`config.mk`:
```
export PLATFORM = sky130hd
export DESIGN_NAME = drive_cmd_uart_tx
export DESIGN_NICKNAME = d
export VERILOG_FILES = /design/src/rtl/drive_cmd_uart_tx.sv
export SDC_FILE = /design/constraint.sdc
export NUM_CORES = 1
export LEC_CHECK = 0
export ABC_AREA = 1
export CELL_PAD_IN_SITES_DETAIL_PLACEMENT = 0
export CELL_PAD_IN_SITES_GLOBAL_PLACEMENT = 1
export CORE_MARGIN = 2
export CORE_UTILIZATION = 25
export CTS_BUF_LIST = sky130_fd_sc_hd__clkbuf_8 sky130_fd_sc_hd__clkbuf_16
export DETAILED_ROUTE_END_ITERATION = 12
export DONT_BUFFER_PORTS = 1
export HOLD_SLACK_MARGIN = 0.02
export PLACE_DENSITY_LB_ADDON = 0.1
export SYNTH_ARGS = -nofsm -noshare
export SYNTH_HDL_FRONTEND = slang
export SYNTH_SLANG_ARGS = --single-unit
```
`constraint.sdc`:
```
create_clock -name clk -period 1.9 [get_ports clk]
set_input_delay 0.38 -clock clk [delete_from_list [all_inputs] [get_ports clk]]
set_output_delay 0.38 -clock clk [all_outputs]
set_load 0.05 [all_outputs]
```
`src/rtl/drive_cmd_uart_tx.sv`:
```
// Drive-command UART transmitter: encodes w/a/s/d into a code byte, sends 8N1 on change/keepalive.
// Build with DRIVE_TX_PARITY_EN defined for 8E1 framing.
module drive_cmd_uart_tx #(
  parameter int CLK_FREQ     = 50000000,
  parameter int BAUD         = 115200,
  parameter int KEEPALIVE_MS = 100
) (
  input  logic       clk,
  input  logic       rst_n,
  input  logic       enable,
  input  logic       cmd_w,
  input  logic       cmd_a,
  input  logic       cmd_s,
  input  logic       cmd_d,
  output logic       tx,
  output logic       busy,
  output logic       sent_pulse,
  output logic [7:0] last_code
);

  localparam int DIV = CLK_FREQ / BAUD;
  localparam int BW  = (DIV > 1) ? $clog2(DIV) : 1;
  localparam logic [BW-1:0] BMAX = BW'(DIV - 1);

  localparam int KA = KEEPALIVE_MS * (CLK_FREQ / 1000);
  localparam int KW = (KA > 1) ? $clog2(KA) : 1;

`ifdef DRIVE_TX_PARITY_EN
  typedef enum logic [2:0] {
    IDLE, START, DATA, PARITY, STOP
  } state_t;
`else
  typedef enum logic [2:0] {
    IDLE, START, DATA, STOP
  } state_t;
`endif

  state_t          state;
  state_t          state_nxt;
  logic [BW-1:0]   bcnt;
  logic [2:0]      bitcnt;
  logic [7:0]      shreg;
  logic            force_q;
  logic            en_q;
  logic            ka_exp;

  logic            go_w;
  logic            go_a;
  logic            go_s;
  logic            go_d;
  logic [7:0]      code;
  logic            en_rise;
  logic            pending;
  logic            bit_end;
  logic            start_frame;

  // Opposing requests cancel each other out.
  assign go_w = cmd_w & ~cmd_s;
  assign go_s = cmd_s & ~cmd_w;
  assign go_a = cmd_a & ~cmd_d;
  assign go_d = cmd_d & ~cmd_a;
  assign code = {4'b0, go_d, go_s, go_a, go_w};

  assign en_rise     = enable & ~en_q;
  assign pending     = enable &
                       (force_q | en_rise |
                        (code != last_code) | ka_exp);
  assign bit_end     = (bcnt == BMAX);
  assign start_frame = (state == IDLE) & pending;

  always_ff @(posedge clk or negedge rst_n) begin
    if (!rst_n) state <= IDLE;
    else        state <= state_nxt;
  end

  always_comb begin
    state_nxt = state;
    unique case (state)
      IDLE:  if (pending) state_nxt = START;
      START: if (bit_end) state_nxt = DATA;
`ifdef DRIVE_TX_PARITY_EN
      DATA:   if (bit_end && bitcnt == 3'd7)
                state_nxt = PARITY;
      PARITY: if (bit_end) state_nxt = STOP;
`else
      DATA:  if (bit_end && bitcnt == 3'd7)
               state_nxt = STOP;
`endif
      STOP:  if (bit_end) state_nxt = IDLE;
      default: state_nxt = IDLE;
    endcase
  end

  always_comb begin
    tx         = 1'b1;
    busy       = 1'b1;
    sent_pulse = 1'b0;
    unique case (state)
      IDLE:   busy = 1'b0;
      START:  tx = 1'b0;
      DATA:   tx = shreg[0];
`ifdef DRIVE_TX_PARITY_EN
      PARITY: tx = ^last_code;
`endif
      STOP:   sent_pulse = bit_end;
      default: busy = 1'b0;
    endcase
  end

  always_ff @(posedge clk or negedge rst_n) begin
    if (!rst_n) begin
      bcnt      <= '0;
      bitcnt    <= 3'd0;
      shreg     <= 8'h00;
      last_code <= 8'h00;
    end else if (start_frame) begin
      bcnt      <= '0;
      bitcnt    <= 3'd0;
      shreg     <= code;
      last_code <= code;
    end else if (state != IDLE) begin
      if (bit_end) begin
        bcnt <= '0;
        if (state == DATA) begin
          shreg  <= {1'b0, shreg[7:1]};
          bitcnt <= bitcnt + 3'd1;
        end
      end else begin
        bcnt <= bcnt + BW'(1);
      end
    end
  end

  // A rising enable must win over the end-of-frame clear.
  always_ff @(posedge clk or negedge rst_n) begin
    if (!rst_n) begin
      force_q <= 1'b1;
      en_q    <= 1'b0;
    end else begin
      en_q <= enable;
      if (en_rise)
        force_q <= 1'b1;
      else if (state == STOP && bit_end)
        force_q <= 1'b0;
    end
  end

  generate
    if (KA > 0) begin : g_ka
      localparam logic [KW-1:0] KMAX = KW'(KA - 1);
      logic [KW-1:0] ka_cnt;
      always_ff @(posedge clk or negedge rst_n) begin
        if (!rst_n)
          ka_cnt <= '0;
        else if (start_frame)
          ka_cnt <= '0;
        else if (ka_cnt != KMAX)
          ka_cnt <= ka_cnt + KW'(1);
      end
      assign ka_exp = (ka_cnt == KMAX);
    end else begin : g_no_ka
      assign ka_exp = 1'b0;
    end
  endgenerate

endmodule
```
======== Word-level counts from Yosys, hierarchy flattened ========
Index checks and enable logic that the tools add are counted.
Widths: inputs -> output; s select.
word-level totals
  flip-flop bits (word level) ............. 52
  input port bits ......................... 7
  output and inout bits ................... 11
  word-level logic and storage cells ...... 73
operators by class
  add/subtract/negate cells ............... 3
  eq/ne operators ......................... 12
  mux-type cells .......................... 23
  bitwise gates (word level) .............. 15
  reduce and logical (&&, ||, !) cells .... 12
operators by type and width
  operator               count
  $mux 23                2
  $mux 8                 4
  $mux 9                 3
  $mux 3                 8
  $add 23x1->23 const B  1
  $eq 23x23->1 const B   1
  $ne 23x23->1 const B   1
  $pmux 3 s4             1
  $reduce_bool 2->1      5
  $add 9x1->9 const B    1
  $eq 9x9->1 const B     1
  $ne 2x2->1 const B     4
  $and 1x1->1            7
  $eq 3x2->1 const B     2
  $not 1->1              5
  $mux 1                 4
  $ne 4x4->1             1
  $reduce_and 4->1       1
  $add 3x1->3 const B    1
  $eq 3x1->1 const B     1
  $eq 3x3->1 const B     1
  $logic_not 3->1        1
  $or 1x1->1             3
  $reduce_and 3->1       1
  4 further kinds        5

======== Longest topological paths before layout ========
  word-level depth ........................ 9
  gate-level depth with buffers ........... 14
  depth with buffers taken out ............ 14

======== Worst setup path before layout ========
No wires, ideal clock.
  path type ............................... register to output
  from .................................... reg state[0]
  to ...................................... out tx
  data arrival time ....................... 1.785 ns
  required time ........................... 1.520 ns
  setup slack ............................. -0.265 ns
  cell stages (with the launch flop) ...... 4
  path buffers ............................ 0
  cell sequence ........................... dfrtp_1 > inv_1 > ha_1 > o21ai_0
on the way
  word-level cells in the longest chain between the ends .. 2
  elaborated cells between the ends (all ways) .. 3
  those cells by class .................... eq/ne: 2; mux: 1
RTL lines
  what                                      RTL line  source
  start, declared                           38        state_t state;
  start signal, assigned                    73        else state <= state_nxt;
  $eq 3x2->1 or $eq 3x1->1 (tied branches)  98        unique case (state)
  $pmux 1 s2 (*)                            98
  end, declared                             15        output logic tx,
Mark *: on every way between the ends. The rest lies on a longest branch, timed or not.

======== Worst setup path after layout ========
  from .................................... reg bcnt[1]
  to ...................................... out sent_pulse
on the way
  word-level cells in the longest chain between the ends .. 2
RTL lines
  what                    RTL line  source
  start, declared         40        logic [BW-1:0] bcnt;
  start signal, assigned  129       bcnt <= bcnt + BW'(1);
  $eq 9x9->1              68        assign bit_end = (bcnt == BMAX);
  $mux 1                  98
  end, declared           17        output logic sent_pulse,
No other way between the ends.

==> results <==
## layer usage
| layer | up-vias | track usage (%) | wire length, µm |
|---|---|---|---|
| met3 | 5 | 2.68 | 173 |
| met1 | 1076 | 15.5 | 3390 |
| met2 | 23 | 19.8 | 3290 |
| met4 | 0 | 2.93 | 62 |
| li1 | 1269 | - | - |
| met5 | - | 0 | 0 |
## stage by stage
stage | hold slack [ns] | std cells | instance area, µm² | setup TNS [ns] | util (%)
after CTS | 0.103 | 561 | 3480 | -0.0797 | 30.3
after detailed placement | 0.0878 | 549 | 3260 | 0 | 28.3
after global routing | 0.0948 | 561 | 3500 | -0.140 | 30.4
after floorplan | 0.0844 | 394 | 2980 | 0 | -
after global placement | 0.0870 | 549 | 3260 | 0 | 28.3
final | 0.116 | 561 | 3500 | -0.00865 | 30.4
## cells by family after synthesis
logic type      share of synthesized area (%)
fa+ha+maj                                4.22
buf+inv                                  12.5
simple gates                             33.7
other cells                             0.127
flops                                    39.7
compound gates                           6.67
xor+xnor                                 2.66
mux                                     0.380
## registers in the layout, summed over array words and instances (netlist names)
register     count
force_q          1
bitcnt           3
shreg            4
en_q             1
state            2
bcnt             9
g_ka.ka_cnt     23
last_code        4
## worst max-delay path, delay by kind of cell, from the launching register on
| family | cells | cell delay, ns |
|---|---|---|
| AND/OR/NAND/NOR | 4 | 0.48 |
| flip-flops | 1 | 0.39 |
| buffers and inverters | 2 | 0.24 |
| adder cells (fa/ha/maj) | 1 | 0.13 |
## final timing paths
check,from,endpoint,cells past startpoint
worst max-delay path,bcnt[1],sent_pulse,7
worst min-delay path,enable,en_q,0
worst max register to register,g_ka.ka_cnt[1],bitcnt[1],12
worst min register to register,en_q,force_q,1
max in group asynchronous,rst_n,force_q,2
min in group asynchronous,rst_n,g_ka.ka_cnt[19],2
## power by group through the flow
stage	logic [mW]	registers [mW]	clock network (mW)
after CTS	1.73	1.39	1.01
after detailed placement	1.63	1.41	0
final	1.72	1.39	0.960
after floorplan	1.16	1.51	0
after global routing	1.94	1.43	1.06
after global placement	1.63	1.41	0
## layout make-up
type	instances	area, µm²
Timing Repair Buffer	25	230
Clock inverter	1	7.51
Tap cell	143	179
Inverter	80	300
Fill cell	1264	8010
Clock buffer	7	153
Multi-Input combinational cell	258	1450
Sequential cell	47	1180
## timing repair
item / CTS / global route
pin swaps: 1 / 1
hold endpoints to repair: 47 / 0
buffers inserted: 2 / 0
setup endpoints to repair: 1 / 6
hold buffers: 2 / 0
gates resized for setup: 5 / 7
## cell usage after synthesis (4+ instances only)
library cell / number / share of area (%)
dfrtp_1: 46 / 39
nand2_1: 100 / 13
o21ai_0: 9 / 1.5
nor3_1: 4 / 0.68
nor2_2: 4 / 0.84
inv_1: 77 / 9.8
nand4_1: 15 / 3.2
buf_2: 4 / 0.68
ha_1: 10 / 4.2
nand3_1: 26 / 4.4
o211ai_1: 6 / 1.5
o21ai_1: 5 / 0.84
nand3b_1: 5 / 1.3
xnor2_1: 4 / 1.2
xor2_1: 5 / 1.5
buf_4: 4 / 1.0
nor2_1: 30 / 3.8
==> results.md <==
* Clock buffer count from CTS at 5
* Internal power at 2.39 mW
* Die H at 113 µm
* Total grt overflow at 0
* Largest net degree at the start of global routing at 48
* Antenna violations before repair at 0
* Top_reg_cell synth: dfrtp_1
* Max-cap viol count at 0
* Drc violations at 0
* Worst Path Max Fanout at 3
* RSZ-0062 raised after global routing: true
* Worst Slack Setup Final at -0.00865 ns
* CP cell instances: inv_2, ha_4, nand2_2, nor2_1, nand4_1, nor2_2, buf_12
* # port buffers at 0
* Required time of the worst setup path at 1.52 ns
* Routed vias at 2373
* Clock share of power at 23.6%
* Final WL at 6910 µm
* Slowest stage delay, CP at 0.39 ns
* Startpoint class of the critical path: flip-flop
* Switch share at 41.2%
* Vias/cell at 4.23
* CTS tree: yes
* Final min period at 1.91 ns
* Antenna cells at 0
* Layout cells sized above 1 at 17.5%
* Failing checks: setup timing
* Post-synth ARST share at 100%
* Core Area at 0.0115 mm²
* CTS Buffer Depth at 2
* WL/cell at 12.3 µm
* Total power at 4.07 mW
* Clk_skew at 0.00342 ns
* Worst path slowest cell: dfrtp_1
* Initial DRC count at 68
* Outcome: complete, but fails checks
* HPWL after detailed placement at 5220 µm
* Maximum VDD drop at 0.613 mV
* Pwr per Cell Area at 1160 mW/mm²
* CTS sink cnt at 47
* Tcrit/Tclk final at 100%
* Clock slew seen by the registers of the worst setup and hold paths at 0.07 ns
* Most frequent cells in the layout: 98 x nand2_1, 75 x inv_1, 45 x dfrtp_1
* Finish-stage setup viols at 1
* Die X-Extent at 113 µm
* Yosys warns at 0
* P_sw at 1.68 mW
* H-Tree Depth at 2
* Post-synth EDFFs at 0
* GRT Total Usage at 11.8%
* First-pass iteration count of the detailed router at 4
* Post-DRT Antenna Nets at 0
* CP Capture Type: output port
* Combinational power share at 42.2%
* Sequential share of the synthesized area at 39.7%
* Gpl congestion at 0.717
* Vias in the first global route at 2417
* #FFs+latches synth at 47
* Leak at 1.85 nW
* First-pass GRT wire length at 12100 µm
* Synthesized instance count at 391
* R2r setup slk at 0.15 ns
* Commonest non-fill, non-tap cell in the layout: nand2_1
* Hold crit path type: in -> reg
* Final Net Count at 434
* Rows at 39
* Synth-to-Final Area Change at 18.2%
* CTS root buf: clkbuf_16
* Syn avg cell area at 7.58 µm²
* Initial core utilization at 25.7%
* Clock Latency Late Sink at 0.29 ns
* Post-place setup slack at 0.137 ns
* Slew Limit Fails at 0
* Final-report hold violation count at 0
* CP Class: reg -> out
* WP data arrival at 1.53 ns
* Yosys cell types at 37
* Max Clk Rate at 524 MHz
* Die area at 0.0127 mm²
* Flop pwr share at 34.3%
* # IOs at 18
* Post-Syn Area at 0.00296 mm²
No activity file was read; power rests on OpenSTA's default activity.
